File: config.mk
export PLATFORM = sky130hd
export DESIGN_NAME = digit_serial_adder
export DESIGN_NICKNAME = d
export VERILOG_FILES = /design/src/rtl/digit_serial_adder.sv
export SDC_FILE = /design/constraint.sdc
export NUM_CORES = 1
export LEC_CHECK = 0
export BUFFER_PORTS_ARGS = -buffer_cell sky130_fd_sc_hd__buf_2
export CAP_MARGIN = 20
export CORE_MARGIN = 8
export CORE_UTILIZATION = 50
export DETAILED_ROUTE_END_ITERATION = 12
export GPL_ROUTABILITY_DRIVEN = 1
export HOLD_SLACK_MARGIN = 0.08
export PLACE_DENSITY = 0.73
export SLEW_MARGIN = 20
export SYNTH_ARGS = -nofsm -noshare
export SYNTH_HDL_FRONTEND = slang
export SYNTH_SLANG_ARGS = --single-unit
File: constraint.sdc
create_clock -name clk -period 5.67 [get_ports clk]
set_input_delay 0.2835 -clock clk [delete_from_list [all_inputs] [get_ports clk]]
set_output_delay 0.2835 -clock clk [all_outputs]
set_load 0.01 [all_outputs]
File: src/rtl/digit_serial_adder.sv
// digit_serial_adder: multi-cycle WIDTH-bit adder that adds DIGIT bits per
// clock with one carry flop rippling between digits. result = num1+num2+c_in
// (modulo 2^WIDTH), c_out is the carry out of bit WIDTH-1.
// Issuing num2 = ~b with c_in = 1 yields a - b, which cross-checks the
// combinational subtractor in the ALU datapath.
// Optional feature macro: DIGIT_SERIAL_ADDER_FLAGS_EN adds registered
// overflow / zero / negative outputs captured at the end of the last digit.
module digit_serial_adder #(
    parameter int WIDTH = 32,
    parameter int DIGIT = 8
) (
    input  logic             clk,
    input  logic             rst,
    input  logic             in_valid,
    output logic             in_ready,
    input  logic [WIDTH-1:0] num1,
    input  logic [WIDTH-1:0] num2,
    input  logic             c_in,
    output logic             out_valid,
    input  logic             out_ready,
    output logic [WIDTH-1:0] result,
`ifdef DIGIT_SERIAL_ADDER_FLAGS_EN
    output logic             overflow,
    output logic             zero,
    output logic             negative,
`endif
    output logic             c_out
);

    localparam int NUM_DIGITS = WIDTH / DIGIT;
    localparam int CNT_W      = (NUM_DIGITS > 1) ? $clog2(NUM_DIGITS) : 1;
    localparam logic [CNT_W-1:0] LAST_CNT = CNT_W'(NUM_DIGITS - 1);

    typedef enum logic [1:0] {
        ST_IDLE = 2'd0,
        ST_RUN  = 2'd1,
        ST_DONE = 2'd2
    } state_t;

    state_t             state_r;
    state_t             state_s;
    logic [CNT_W-1:0]   cnt_r;
    logic               carry_r;
    logic [WIDTH-1:0]   op_a_r;
    logic [WIDTH-1:0]   op_b_r;
    logic [WIDTH-1:0]   res_r;
    logic               c_out_r;
    logic               in_ready_r;
    logic               out_valid_r;
    logic               in_ready_s;
    logic               out_valid_s;
    logic [DIGIT:0]     digit_sum_s;
    logic [WIDTH-1:0]   res_shift_s;
    logic               last_digit_s;
`ifdef DIGIT_SERIAL_ADDER_FLAGS_EN
    logic               overflow_r;
    logic               zero_r;
    logic               negative_r;
    logic               msb_carry_in_s;
`endif

    // The one small adder: low digit of each operand plus the rippling carry.
    assign digit_sum_s  = {1'b0, op_a_r[DIGIT-1:0]} + {1'b0, op_b_r[DIGIT-1:0]}
                        + {{DIGIT{1'b0}}, carry_r};
    assign last_digit_s = (cnt_r == LAST_CNT);

    // New digit enters at the top, so after NUM_DIGITS shifts digit 0 sits at the bottom.
    generate
        if (NUM_DIGITS == 1) begin : g_single_digit
            assign res_shift_s = digit_sum_s[DIGIT-1:0];
        end else begin : g_multi_digit
            assign res_shift_s = {digit_sum_s[DIGIT-1:0], res_r[WIDTH-1:DIGIT]};
        end
    endgenerate

`ifdef DIGIT_SERIAL_ADDER_FLAGS_EN
    // In the final digit, the sum bit is a^b^cin, so the carry into the MSB is recoverable.
    assign msb_carry_in_s = op_a_r[DIGIT-1] ^ op_b_r[DIGIT-1] ^ digit_sum_s[DIGIT-1];
`endif

    // State register.
    always_ff @(posedge clk or posedge rst) begin
        if (rst) begin
            state_r <= ST_IDLE;
        end else begin
            state_r <= state_s;
        end
    end

    // Next-state logic: accept in IDLE, run NUM_DIGITS cycles, hold until consumed.
    always_comb begin
        state_s = state_r;
        case (state_r)
            ST_IDLE: begin
                if (in_valid) state_s = ST_RUN;
                else          state_s = ST_IDLE;
            end
            ST_RUN: begin
                if (last_digit_s) state_s = ST_DONE;
                else              state_s = ST_RUN;
            end
            ST_DONE: begin
                if (out_ready) state_s = ST_IDLE;
                else           state_s = ST_DONE;
            end
            default: state_s = ST_IDLE;
        endcase
    end

    // Output decode from the next state so the handshake flops line up with the state.
    always_comb begin
        in_ready_s  = 1'b0;
        out_valid_s = 1'b0;
        if (state_s == ST_IDLE) begin
            in_ready_s = 1'b1;
        end else if (state_s == ST_DONE) begin
            out_valid_s = 1'b1;
        end else begin
            in_ready_s  = 1'b0;
            out_valid_s = 1'b0;
        end
    end

    // Handshake output registers.
    always_ff @(posedge clk or posedge rst) begin
        if (rst) begin
            in_ready_r  <= 1'b1;
            out_valid_r <= 1'b0;
        end else begin
            in_ready_r  <= in_ready_s;
            out_valid_r <= out_valid_s;
        end
    end

    // Datapath: load operands on accept, shift one digit per RUN cycle, freeze otherwise.
    always_ff @(posedge clk or posedge rst) begin
        if (rst) begin
            cnt_r      <= {CNT_W{1'b0}};
            carry_r    <= 1'b0;
            op_a_r     <= {WIDTH{1'b0}};
            op_b_r     <= {WIDTH{1'b0}};
            res_r      <= {WIDTH{1'b0}};
            c_out_r    <= 1'b0;
`ifdef DIGIT_SERIAL_ADDER_FLAGS_EN
            overflow_r <= 1'b0;
            zero_r     <= 1'b0;
            negative_r <= 1'b0;
`endif
        end else begin
            case (state_r)
                ST_IDLE: begin
                    if (in_valid) begin
                        op_a_r  <= num1;
                        op_b_r  <= num2;
                        carry_r <= c_in;
                        cnt_r   <= {CNT_W{1'b0}};
                    end
                end
                ST_RUN: begin
                    op_a_r  <= op_a_r >> DIGIT;
                    op_b_r  <= op_b_r >> DIGIT;
                    res_r   <= res_shift_s;
                    carry_r <= digit_sum_s[DIGIT];
                    cnt_r   <= cnt_r + CNT_W'(1);
                    if (last_digit_s) begin
                        c_out_r    <= digit_sum_s[DIGIT];
`ifdef DIGIT_SERIAL_ADDER_FLAGS_EN
                        overflow_r <= msb_carry_in_s ^ digit_sum_s[DIGIT];
                        zero_r     <= (res_shift_s == {WIDTH{1'b0}});
                        negative_r <= digit_sum_s[DIGIT-1];
`endif
                    end
                end
                ST_DONE: begin
                    // Hold result and flags until the consumer takes them.
                end
                default: begin
                    // Unreachable encoding; the next-state logic returns to IDLE.
                end
            endcase
        end
    end

    assign in_ready  = in_ready_r;
    assign out_valid = out_valid_r;
    assign result    = res_r;
    assign c_out     = c_out_r;
`ifdef DIGIT_SERIAL_ADDER_FLAGS_EN
    assign overflow  = overflow_r;
    assign zero      = zero_r;
    assign negative  = negative_r;
`endif

endmodule

==> impl_summary.txt <==
----------------------------------------------------
[Logic synthesis]
  Number of synthesized flops with an enable pin ... 0
  Gate count after technology mapping ... 435
  Total of flip-flops plus latches after synthesis ... 104
  Synthesis warning total ... 0
  Register area share after synthesis ... 56.7%
  Syn nets ... 514
  Prevailing post-synth register cell ... dfrtp_1
  Post-synth cell types ... 33
  Netlist area before placement ... 0.00459 sq mm
  Post-Syn Area per Cell ... 10.6 sq um
  Ys async rst share ... 100%

[Floorplan]
  Core box area ... 0.00906 sq mm
  Total die area ... 0.0125 sq mm
  Initial core utilization ... 50.7%
  Horizontal extent of the die ... 112 um
  Std-Cell Rows ... 35
  Die Span Y ... 112 um
  Num ports ... 104

[Placement]
  DP Wirelength ... 6560 um
  Worst slack at placement ... 3340 ps
  Buffers on Ports ... 103
  Routability-driven placement congestion ratio ... 0.824
  Total cell area at the placement stage ... 0.00512 sq mm

[Detailed routing]
  Antenna viol nets, final ... 0
  Detailed-router iteration count before antenna repair ... 6
  Routed via count ... 3,259
  Detailed router's first-iteration violation count ... 172
  Total detailed-routing wirelength ... 9300 um
  DRC Markers ... 0
  Average wire per cell in the routed design ... 14.5 um
  Vias per cell ... 5.07

[Global route]
  Initial antenna violation count ... 0
  Total Routing Usage GR ... 15.4%
  Final global-route overflow total ... 0
  Pin count of the biggest net entering global routing ... 117
  Wire length of the first global-routing pass ... 16,000 um
  Vias in the first global route ... 3,374

[Cells and area]
  Number of antenna diodes ... 0
  Area growth from synthesis to layout ... 15.4%
  Cell area after layout ... 0.00530 sq mm
  Proportion of layout cells with a drive suffix above 1 ... 23.7%
  Utilization of the core after routing ... 58.4%
  Final net count ... 607

[Pwr]
  Lkg Pwr ... 2.74 nW
  Power per unit of standard cell area ... 584 mW/mm^2
  IR Drop Worst-Case VDD ... 0.000288 V
  Total power ... 3.09 mW

[Critical path]
  Required time reported for the critical path endpoint ... 5910 ps
  Type of element launching the critical path ... register
  Crit path capture type ... register
  CP Data Arrival Time ... 2560 ps
  Maximum fanout encountered on the critical timing path ... 3
  Beginning of the worst register-to-register path ... carry_r$_DFFE_PP0P_
  Endpoint of the most critical register-to-register path ... c_out$_DFFE_PP0P_
  Depth of the worst register-to-register path ... 7
  R2R Setup Slk ... 3350 ps
  Category of the critical setup timing path ... register to register

[Flow run]
  Total of max-cap violations ... 0

[CTS]
  TritonCTS sink count ... 104
  CTS H-tree depth ... 3
  Number of CTS-inserted buffers ... 9
  Number of gates resized after CTS ... 0
  Clock root buffer ... clkbuf_8
  Hold Buf Count CTS ... 1
  Buffer depth of the longest clock path ... 2
  Clock tree from TritonCTS ... done
  Worst-Skew Late Latency ... 360 ps
  Buffers inserted by post-CTS timing repair ... 0
  Clock Pin Slew Worst Setup and Hold Paths ... 100 ps

[Timing]
  Slew Limit Fails ... 0
  Final critical path time including I/O delays and setup ... 2320 ps
  Final setup margin ... 3350 ps
  Setup-violating endpoint count in the final report ... 0
  Worst relative slew slack ... 33.2%
  Max frequency ... 0.432 GHz
  Final Skew ... 12.0 ps
  Final hold vios ... 0
  Sum Neg Setup Slack ... 0 ps
  Setup repair after global routing missed its margin ... false
  Share of the clock period used by the worst path ... 40.9%
  Transition time of the tightest slew-check pin ... 1000 ps

[Min path]
  Origin of the worst min-delay path ... num2[28]
  Hold Path Sink ... op_b_r[28]$_DFFE_PP0P_
  Worst hold path depth ... 2
  Classification of the worst-slack hold path ... primary input to register

[Status]
  Outcome ... finished clean

----------------------------------------------------
==> critical path, cell delays in order, from the launching register on <==
cell and delay, ps:
dfrtp_1 410, fa_1 480, fa_1 430, a21oi_1 160
nor2b_1 70, a31oi_1 240, o21ai_1 130, mux2_1 290
==> sequential cells by signal, indices dropped and copies added (netlist names) <==
name	flops
carry_r	1
out_valid	1
state_r	2
in_ready	1
op_b_r	32
c_out	1
cnt_r	2
result	32
op_a_r	32
==> where the power goes <==
group | switching, mW | total (mW) | internal (mW)
clock network | 0.245 | 0.405 | 0.159
registers | 0.208 | 1.29 | 1.08
logic | 0.809 | 1.40 | 0.589
==> worst max-delay path by stage <==
stage                                    from                end  slack [ps]
final                     carry_r$_DFFE_PP0P_  c_out$_DFFE_PP0P_        3350
after global routing      carry_r$_DFFE_PP0P_  c_out$_DFFE_PP0P_        3200
after CTS                 carry_r$_DFFE_PP0P_  c_out$_DFFE_PP0P_        3340
after detailed placement  carry_r$_DFFE_PP0P_  c_out$_DFFE_PP0P_        3340
after global placement    carry_r$_DFFE_PP0P_  c_out$_DFFE_PP0P_        3410
after floorplan                           rst  c_out$_DFFE_PP0P_        2660
==> metrics by stage <==
| step | cells | hold WS, ps |
|---|---|---|
| final | 643 | 128 |
| after detailed placement | 627 | 344 |
| after global routing | 643 | 121 |
| after CTS | 643 | 112 |
| after global placement | 627 | 338 |
| after floorplan | 435 | 416 |
==> layout by cell type, fill, tap and decap left out, types with 4 or more instances in the layout <==
cell type,netlist,final
a21oi_1,4,4
ha_1,8,8
a22o_1,17,17
mux2i_1,48,48
dfrtp_1,103,103
clkbuf_8,0,9
o21ai_0,41,41
o21ai_1,20,20
buf_4,2,4
nand2_1,138,138
buf_2,12,103
xor2_1,4,4
==> synth_stat cells, drive strengths merged, types with 2 or more instances <==
cell type    n  area, sq um
o21bai       3         26.3
dfrtp      103         2580
clkbuf       6         22.5
fa           2         40.0
ha           8          100
nand2b       2         12.5
o21ai       61          305
nand2      138          518
buf         20          150
a211oi       2         15.0
nor2         2         7.51
o21a         2         15.0
a22o        17          149
mux2i       48          480
xor2         4         35.0
a21o         2         15.0
a21oi        4         20.0
==> routing by layer <==
layer  vias to the layer above  global-route usage, %  routed length (um)
li1                       1657                      -                   -
met1                      1505                   20.3                4460
met2                        88                   22.6                4020
met3                         9                   5.79                 723
met4                         0                   5.47                 106
met5                         -                      0                   0
==> area by class of cell <==
| type | count | area [sq um] |
|---|---|---|
| fill | 786 | 3770 |
| sequential | 104 | 2600 |
| multi-input combinational | 304 | 1830 |
| timing repair buffer | 108 | 556 |
| tap | 111 | 139 |
| clock buffer | 11 | 131 |
| clock inverter | 4 | 32.5 |
| inverter | 1 | 6.26 |
==> cell families after synthesis <==
family	synth area share, %
AND/OR/NAND/NOR	12.4
flip-flops	56.7
AO/OA/AOI/OAI	12.3
multiplexers	10.7
buffers and inverters	3.84
adder cells (fa/ha/maj)	3.05
XOR/XNOR	0.954
(Power assumes the default switching activity.)
